<file path="src/rtl/ctx_save_seq_pkg.sv">
// Shared types and default widths for the PUSH/POP context-save sequencer.
// The optional error trap is selected with the CTX_SAVE_ERR_TRAP_EN macro.
package ctx_save_seq_pkg;

    localparam int VALUE_WIDTH_DEF   = 8;
    localparam int RF_ADDR_WIDTH_DEF = 4;

    localparam string CTX_TRAP_MACRO_NAME = "CTX_SAVE_ERR_TRAP_EN";

    typedef enum logic [1:0] {
        IDLE    = 2'b00,
        SAVE    = 2'b01,
        RESTORE = 2'b10,
        ERROR   = 2'b11
    } ctx_state_t;

    // Index width that never collapses to zero bits for tiny configurations.
    function automatic int ctx_width(input int n);
        return (n > 1) ? $clog2(n) : 1;
    endfunction

endpackage

</file>
<file path="src/rtl/ctx_frame_ram.sv">
// Frame storage for the context-save sequencer: synchronous write,
// asynchronous read, contents deliberately not reset.
module ctx_frame_ram
    import ctx_save_seq_pkg::*;
#(
    parameter int WIDTH      = 8,
    parameter int ENTRIES    = 16,
    parameter int ADDR_WIDTH = 4
) (
    input  logic                  clk_i,
    input  logic                  we_i,
    input  logic [ADDR_WIDTH-1:0] addr_i,
    input  logic [WIDTH-1:0]      wdata_i,
    output logic [WIDTH-1:0]      rdata_o
);

    logic [WIDTH-1:0] mem_q [ENTRIES];

    // Write port: one word per SAVE cycle.
    always_ff @(posedge clk_i) begin
        if (we_i) begin
            mem_q[addr_i] <= wdata_i;
        end
    end

    assign rdata_o = mem_q[addr_i];

endmodule

</file>
<file path="src/rtl/ctx_save_seq.sv">
// PUSH/POP sequencer: copies N_SAVE register-file words into or out of a
// LIFO frame stack while stalling the pc. Trap mode: CTX_SAVE_ERR_TRAP_EN.
module ctx_save_seq
    import ctx_save_seq_pkg::*;
#(
    parameter int VALUE_WIDTH   = VALUE_WIDTH_DEF,
    parameter int RF_ADDR_WIDTH = RF_ADDR_WIDTH_DEF,
    parameter int N_SAVE        = 4,
    parameter int DEPTH         = 4
) (
    input  logic                         clk_i,
    input  logic                         rst_ni,
    input  logic                         push_i,
    input  logic                         pop_i,
    output logic                         stall_o,
    output logic                         busy_o,
    output logic [RF_ADDR_WIDTH-1:0]     rf_addr_o,
    input  logic [VALUE_WIDTH-1:0]       rf_rdata_i,
    output logic [VALUE_WIDTH-1:0]       rf_wdata_o,
    output logic                         rf_we_o,
    output logic [$clog2(DEPTH+1)-1:0]   frames_o,
    output logic                         ovf_o,
    output logic                         unf_o
);

    localparam int FW      = $clog2(DEPTH + 1);
    localparam int CW      = ctx_width(N_SAVE);
    localparam int ENTRIES = DEPTH * N_SAVE;
    localparam int IDXW    = ctx_width(ENTRIES);

    localparam logic [CW-1:0] CNT_LAST    = CW'(N_SAVE - 1);
    localparam logic [FW-1:0] FRAMES_FULL = FW'(DEPTH);
    localparam logic [FW-1:0] FRAMES_NONE = {FW{1'b0}};

    ctx_state_t       state_q, state_d;
    logic [CW-1:0]    cnt_q, cnt_d;
    logic [FW-1:0]    frames_q, frames_d;

    logic             stall_s;
    logic             ram_we_s;
    logic             rf_we_s;
    logic             ovf_det_s;
    logic             unf_det_s;
    logic [FW-1:0]    frame_sel_s;
    logic [IDXW-1:0]  ram_idx_s;
    logic [VALUE_WIDTH-1:0] ram_rdata_s;

    // Frame slot being transferred: next free frame on SAVE, top frame on RESTORE.
    always_comb begin
        frame_sel_s = frames_q;
        if (state_q == RESTORE) begin
            frame_sel_s = frames_q - FW'(1);
        end else begin
            frame_sel_s = frames_q;
        end
        ram_idx_s = IDXW'(IDXW'(frame_sel_s) * IDXW'(N_SAVE)) + IDXW'(cnt_q);
    end

    // Next-state, counter, frame count and strobe decode.
    always_comb begin
        state_d   = state_q;
        cnt_d     = cnt_q;
        frames_d  = frames_q;
        stall_s   = 1'b0;
        ram_we_s  = 1'b0;
        rf_we_s   = 1'b0;
        ovf_det_s = 1'b0;
        unf_det_s = 1'b0;
        case (state_q)
            IDLE: begin
                cnt_d = {CW{1'b0}};
                if (push_i) begin
                    if (frames_q != FRAMES_FULL) begin
                        stall_s = 1'b1;
                        state_d = SAVE;
                    end else begin
                        ovf_det_s = 1'b1;
`ifdef CTX_SAVE_ERR_TRAP_EN
                        stall_s = 1'b1;
                        state_d = ERROR;
`else
                        state_d = IDLE;
`endif
                    end
                end else if (pop_i) begin
                    if (frames_q != FRAMES_NONE) begin
                        stall_s = 1'b1;
                        state_d = RESTORE;
                    end else begin
                        unf_det_s = 1'b1;
`ifdef CTX_SAVE_ERR_TRAP_EN
                        stall_s = 1'b1;
                        state_d = ERROR;
`else
                        state_d = IDLE;
`endif
                    end
                end else begin
                    state_d = IDLE;
                end
            end
            SAVE: begin
                ram_we_s = 1'b1;
                if (cnt_q == CNT_LAST) begin
                    // Final beat: release the pc now so the level does not re-trigger.
                    stall_s  = 1'b0;
                    cnt_d    = {CW{1'b0}};
                    frames_d = frames_q + FW'(1);
                    state_d  = IDLE;
                end else begin
                    stall_s = 1'b1;
                    cnt_d   = cnt_q + CW'(1);
                end
            end
            RESTORE: begin
                rf_we_s = 1'b1;
                if (cnt_q == CNT_LAST) begin
                    stall_s  = 1'b0;
                    cnt_d    = {CW{1'b0}};
                    frames_d = frames_q - FW'(1);
                    state_d  = IDLE;
                end else begin
                    stall_s = 1'b1;
                    cnt_d   = cnt_q + CW'(1);
                end
            end
`ifdef CTX_SAVE_ERR_TRAP_EN
            ERROR: begin
                stall_s = 1'b1;
                state_d = ERROR;
            end
`endif
            default: begin
                cnt_d   = {CW{1'b0}};
                state_d = IDLE;
            end
        endcase
    end

    // Sequencer state, beat counter and stack depth.
    always_ff @(posedge clk_i or negedge rst_ni) begin
        if (!rst_ni) begin
            state_q  <= IDLE;
            cnt_q    <= {CW{1'b0}};
            frames_q <= {FW{1'b0}};
        end else begin
            state_q  <= state_d;
            cnt_q    <= cnt_d;
            frames_q <= frames_d;
        end
    end

`ifdef CTX_SAVE_ERR_TRAP_EN
    logic ovf_q, ovf_d;
    logic unf_q, unf_d;

    assign ovf_d = ovf_q | ovf_det_s;
    assign unf_d = unf_q | unf_det_s;

    // Sticky error flags; only reset clears them.
    always_ff @(posedge clk_i or negedge rst_ni) begin
        if (!rst_ni) begin
            ovf_q <= 1'b0;
            unf_q <= 1'b0;
        end else begin
            ovf_q <= ovf_d;
            unf_q <= unf_d;
        end
    end

    assign ovf_o = ovf_q | ovf_det_s;
    assign unf_o = unf_q | unf_det_s;
`else
    assign ovf_o = ovf_det_s;
    assign unf_o = unf_det_s;
`endif

    ctx_frame_ram #(
        .WIDTH      (VALUE_WIDTH),
        .ENTRIES    (ENTRIES),
        .ADDR_WIDTH (IDXW)
    ) u_frame_ram (
        .clk_i   (clk_i),
        .we_i    (ram_we_s),
        .addr_i  (ram_idx_s),
        .wdata_i (rf_rdata_i),
        .rdata_o (ram_rdata_s)
    );

    assign stall_o    = stall_s;
    assign busy_o     = (state_q != IDLE);
    assign rf_addr_o  = (state_q != IDLE) ? RF_ADDR_WIDTH'(cnt_q) : {RF_ADDR_WIDTH{1'b0}};
    assign rf_wdata_o = (state_q == RESTORE) ? ram_rdata_s : {VALUE_WIDTH{1'b0}};
    assign rf_we_o    = rf_we_s;
    assign frames_o   = frames_q;

endmodule

</file>
<file path="config.mk">
export PLATFORM = sky130hd
export DESIGN_NAME = ctx_save_seq
export DESIGN_NICKNAME = d
export VERILOG_FILES = /design/src/rtl/ctx_save_seq_pkg.sv /design/src/rtl/ctx_frame_ram.sv /design/src/rtl/ctx_save_seq.sv
export SDC_FILE = /design/constraint.sdc
export NUM_CORES = 1
export LEC_CHECK = 0
export ABC_AREA = 1
export BUFFER_PORTS_ARGS = -buffer_cell sky130_fd_sc_hd__clkbuf_2
export CELL_PAD_IN_SITES_DETAIL_PLACEMENT = 0
export CELL_PAD_IN_SITES_GLOBAL_PLACEMENT = 1
export CORE_MARGIN = 2
export CORE_UTILIZATION = 45
export DETAILED_ROUTE_END_ITERATION = 7
export PLACE_DENSITY = 0.78
export SETUP_SLACK_MARGIN = 0.15
export SYNTH_ARGS = -nofsm -noshare
export SYNTH_HDL_FRONTEND = slang
export SYNTH_SLANG_ARGS = --single-unit
</file>
<file path="constraint.sdc">
create_clock -name clk_i -period 3.75 [get_ports clk_i]
set_input_delay 0.1875 -clock clk_i [delete_from_list [all_inputs] [get_ports clk_i]]
set_output_delay 0.1875 -clock clk_i [all_outputs]
set_load 0.005 [all_outputs]
</file>
Word level (Yosys, flattened, before mapping)
Memories as Yosys holds them, arrays and structs flattened.
Index checks and enable logic that the tools add are counted.
{ "totals": {"ff_bits": 7, "ram_bits": 128, "n_memories": 1} }
{ "memory_table": {"columns": ["name", "depth", "word_bits", "read_ports", "rd_clocked_by_memory_dff", "write_ports", "line", "text"], "rows": [
  ["u_frame_ram.mem_q", 16, 8, 1, 0, 1, "ctx_frame_ram.sv:17", "logic [WIDTH-1:0] mem_q [ENTRIES];"]
]} }
{ "op_classes": {"add_sub_neg": 4, "n_eq_ne": 7, "muxes": 31, "reduce_logical": 6} }
{ "ops": {"columns": ["op", "n"], "rows": [
  ["$mux 1", 17],
  ["$mux 2", 8],
  ["$mux 8", 1],
  ["$mux 3", 2],
  ["$pmux 3 s2", 1],
  ["$add 4x2->4", 1],
  ["$eq 2x2->1 const B", 2],
  ["$ne 2x1->1 const B", 2],
  ["$pmux 2 s2", 1],
  ["$reduce_bool 2->1", 2],
  ["$add 3x1->3 const B", 1],
  ["$ne 3x3->1 const B", 1],
  ["$reduce_and 3->1", 1],
  ["$reduce_bool 3->1", 1],
  ["$sub 3x1->3 const B", 1],
  ["$add 2x1->2 const B", 1],
  ["$eq 2x1->1 const B", 1],
  ["$logic_not 2->1", 1],
  ["$ne 2x2->1 const B", 1],
  ["$pmux 1 s2", 1],
  ["$reduce_or 2->1", 1]
]} }

Logic depth before layout (Yosys ltp)
{ "logic_depth": {"word_depth": 5, "depth_mapped": 11} }

Hierarchy
A second synthesis with hierarchy kept.
{ "hier_totals": {"cells_unflattened": 625, "area_unflattened_um2": 6035.8} }
{ "modules_own_cells": {"columns": ["module", "n_inst", "cells_each", "area_each_um2", "seq_area_each_um2"], "rows": [
  ["ctx_frame_ram", 1, 540, 5432.7, 3843.7],
  ["ctx_save_seq", 1, 85, 603.1, 175.2]
]} }

Worst setup path before layout
OpenSTA, ideal clock, no wires.
{ "synth_timing": {"kind": "reg-to-reg", "from": "register state_q[0]", "to": "memory u_frame_ram.mem_q[12][0] (enable)", "setup_time_ns": 0.370, "arrival_ns": 2.099, "t_required_ns": 3.380, "slack_ns": 1.281, "path_stages_with_launch": 10, "path_buffers": 1, "synth_period_minus_slack_ns": 2.469, "cell_sequence": "dfrtp_1 > inv_1 > ha_1 > buf_6 > inv_2 > ha_1 > inv_1 > nor2_2 > inv_1 > nor2_1"} }
{ "synth_via": {"elab_chain_len": 4} }
{ "synth_lines": {"columns": ["item", "line", "text"], "rows": [
  ["start, declared", "ctx_save_seq.sv:35", "ctx_state_t state_q, state_d;"],
  ["start signal, assigned", "ctx_save_seq.sv:147", "state_q <= state_d;"],
  ["branches (longest 4 deep; another with $add 4x2->4)", null, null],
  ["end, declared", "ctx_frame_ram.sv:17", null]
]} }
Several ways; the timed one is not identified.

Worst setup path in the final report
{ "layout_timing": {"from": "register state_q[0]", "to": "output port rf_wdata_o[5]"} }
{ "layout_via": {"elab_chain_len": 5} }
{ "layout_lines": {"columns": ["item", "line", "text"], "rows": [
  ["$eq 2x2->1 *", "ctx_save_seq.sv:51, ctx_save_seq.sv:193", null],
  ["$mux 2", "ctx_save_seq.sv:51", "if (state_q == RESTORE) begin"],
  ["$add 4x2->4", "ctx_save_seq.sv:56", "ram_idx_s = IDXW'(IDXW'(frame_sel_s) * IDXW'(N_SAVE)) + IDXW'(cnt_q);"],
  ["$mem_v2 16x8", null, null],
  ["$mux 8 *", "ctx_save_seq.sv:193", "assign rf_wdata_o = (state_q == RESTORE) ? ram_rdata_s : {VALUE_WIDTH{1'b0}};"],
  ["end, declared", "ctx_save_seq.sv:19", "output logic [VALUE_WIDTH-1:0] rf_wdata_o,"]
]} }
Every way passes the cells marked *; elsewhere a longest branch is shown, timed or not.

==> impl_metrics.json <==
{
  "cts_root_buf": "clkbuf_16",
  "layoutNonFillerInstCount": 882,
  "core_region_area_um2": 13800,
  "switching_share_pct": 33.5,
  "cts_resized": 0,
  "gp_congestion": 0.864,
  "cts.path.max_buffers": 2,
  "grt_overflow": 0,
  "power_mw": 5.38,
  "n_fill_cell": 1259,
  "syn_area_um2": 6320,
  "pwr_density_cell_nw_per_um2": 744,
  "hold_slack_ps": 85.2,
  "dp_slack_ps": 874,
  "syn_avg_cell_area_um2": 9.57,
  "clockPowerShare_pct": 34.5,
  "cp_slowest_cell": "ha_1",
  "hold_viol_final": 0,
  "first_iter_violations": 314,
  "finalSetupViolCount": 0,
  "fp.dieArea_um2": 15000,
  "diodes": 0,
  "seq_power_share_pct": 35.9,
  "power_switching_mw": 1.80,
  "period_minus_slack_ps": 3010,
  "routed_via_density": 4.88,
  "start_kind": "flip-flop",
  "final_common_cell": "nand2_1",
  "ys_warn_count": 0,
  "grt_antenna_before_repair": 1,
  "clk_pin_slew_ps": 50,
  "io_pins": 32,
  "crit_family": "adder cells",
  "ys_types": 23,
  "ir_drop_mv": 0.369,
  "critPathMaxStageDelay_ps": 420,
  "place_inst": 849,
  "drc_errors": 0,
  "grt_pass1_wl_um": 21900,
  "dpl.hpwl_um": 9360,
  "core.rowCount": 43,
  "cp_max_fo": 10,
  "clkLatencyLatePin_ps": 420,
  "path_cells": "inv_1, ha_1, inv_2, ha_1, inv_1, nor2_2, nand2_1, nand2_1, nor2_1, nor2_1, clkbuf_2",
  "setup_slack_ps": 738,
  "final_cell_mix": "nand2_1 (218), inv_1 (142), edfxtp_1 (128)",
  "cp_num_buf_inv": 4,
  "crit_type": "flip-flop to primary output",
  "drive_above_1_share_pct": 10.3,
  "p_leak_nw": 3.35,
  "cp_data_arrival_time_ps": 2820,
  "crit_required_ps": 3560,
  "comb_power_share_pct": 29.6,
  "vias": 4301,
  "die_h_um": 122,
  "numCtsBuffers": 17,
  "drv_cap": 0,
  "yosys_register_bits": 135,
  "drv_slew": 0,
  "routed_wl_um": 14200,
  "fin_nets": 714,
  "fin_skew_ps": 9.07,
  "max_freq_mhz": 332,
  "internal-power_mw": 3.58,
  "grt_max_degree": 57,
  "cp-end-kind": "primary output",
  "worst_pin_slew_ps": 707,
  "cts_sinks": 135,
  "rsz0062_at_grt": "false",
  "postSynthCellCount": 660,
  "slew_headroom_pct": 52.7,
  "cts-htree-levels": 4,
  "wl_per_cell_um": 16.0,
  "synth_seq_area_share_pct": 63.6,
  "chipWidth_um": 122,
  "min_period_over_period_pct": 80.3,
  "grt_pass1_vias": 4264,
  "port-buffer-count": 29,
  "hold_class": "input port to flip-flop",
  "outcome": "finished clean",
  "cts_tree": "done",
  "grtUsageTotal_pct": 20.4,
  "first_pass_iters": 5,
  "antenna_left": 0,
  "final.setup.tns_ps": 0,
  "start_util_pct": 45.9,
  "syn_to_final_growth_pct": 14.4
}
cells by family (layout without fill, tap and decap cells):
logic type      Yosys count  count (layout)  share of synthesized area, %
flops                   135             135                          63.6
fa+ha+maj                13              13                          2.57
xor+xnor                  2               2                         0.277
other cells               1               2                        0.0594
simple gates            331             331                          21.4
buf+inv                 170             211                          11.4
compound gates            8               8                         0.713
path summary, 6_finish.rpt:
path	slack (ps)	cells after the start	start	end
max	740	11	state_q[0]	rf_wdata_o[5]
min	90	3	pop_i	state_q[1]
max reg2reg	830	8	state_q[0]	u_frame_ram.mem_q[15][3]
min reg2reg	520	1	frames_o[2]	frames_o[2]
max in group asynchronous	3400	2	rst_ni	cnt_q[0]
min in group asynchronous	150	2	rst_ni	frames_o[2]
worst reg2reg max path, delay by kind of cell (launching register included):
kind	cells	cell delay, ps
adders and majority gates	2	780
buffers and inverters	4	570
DFF	1	400
and+or+nand+nor	2	810
flip-flops by register name, indices dropped and copies added, names as in the netlist:
register and count:
u_frame_ram.mem_q 128, frames_o 3, cnt_q 2, state_q 2
metal layers:
layer	track usage (%)	wire length (um)
met2	32.8	6800
met5	0	0
met1	26.5	6300
met3	5.53	738
met4	7.76	306
per-stage QoR:
stage	util, %	area [um^2]
6_report	52.5	7230
3_5_place_dp	47.5	6550
2_1_floorplan	-	6320
3_3_place_gp	47.5	6550
5_1_grt	52.5	7230
4_1_cts	52.5	7230
repair_timing:
action                    CTS  global route
hold buffers                1             0
buffers inserted            0             0
hold endpoints to repair    7             0
synthesized netlist by cell type, drive strengths merged:
cell type / n / area share [%]
clkbuf: 3 / 0.18
xor2: 1 / 0.14
dfrtp: 7 / 2.8
a21oi: 3 / 0.24
buf: 21 / 2.5
nand2: 218 / 13
nand4: 1 / 0.099
o21ai: 4 / 0.38
nand3: 65 / 5.1
xnor2: 1 / 0.14
inv: 146 / 8.7
conb: 1 / 0.059
nor2: 43 / 2.9
a31oi: 1 / 0.099
nor3: 4 / 0.32
edfxtp: 128 / 61
ha: 13 / 2.6
layout make-up:
cell class              instances  area [um^2]  area share, %
clock buffers                  20          447           6.18
repair buffers                 33          178           2.46
well taps                     180          225           3.12
inverters                     146          548           7.58
flip-flops and latches        135         4020           55.6
clock inverters                12          224           3.10
multi-input cells             356         1580           21.9
power by group through the flow:
stage                     sequential (mW)  combinational [mW]  clock (mW)
after floorplan                      1.90                1.24           0
after CTS                            1.93                1.60        1.88
final                                1.93                1.59        1.85
after global placement               1.95                1.57           0
after detailed placement             1.96                1.59           0
after global routing                 1.95                1.80        1.94
Power figures use the tool's default switching activity.
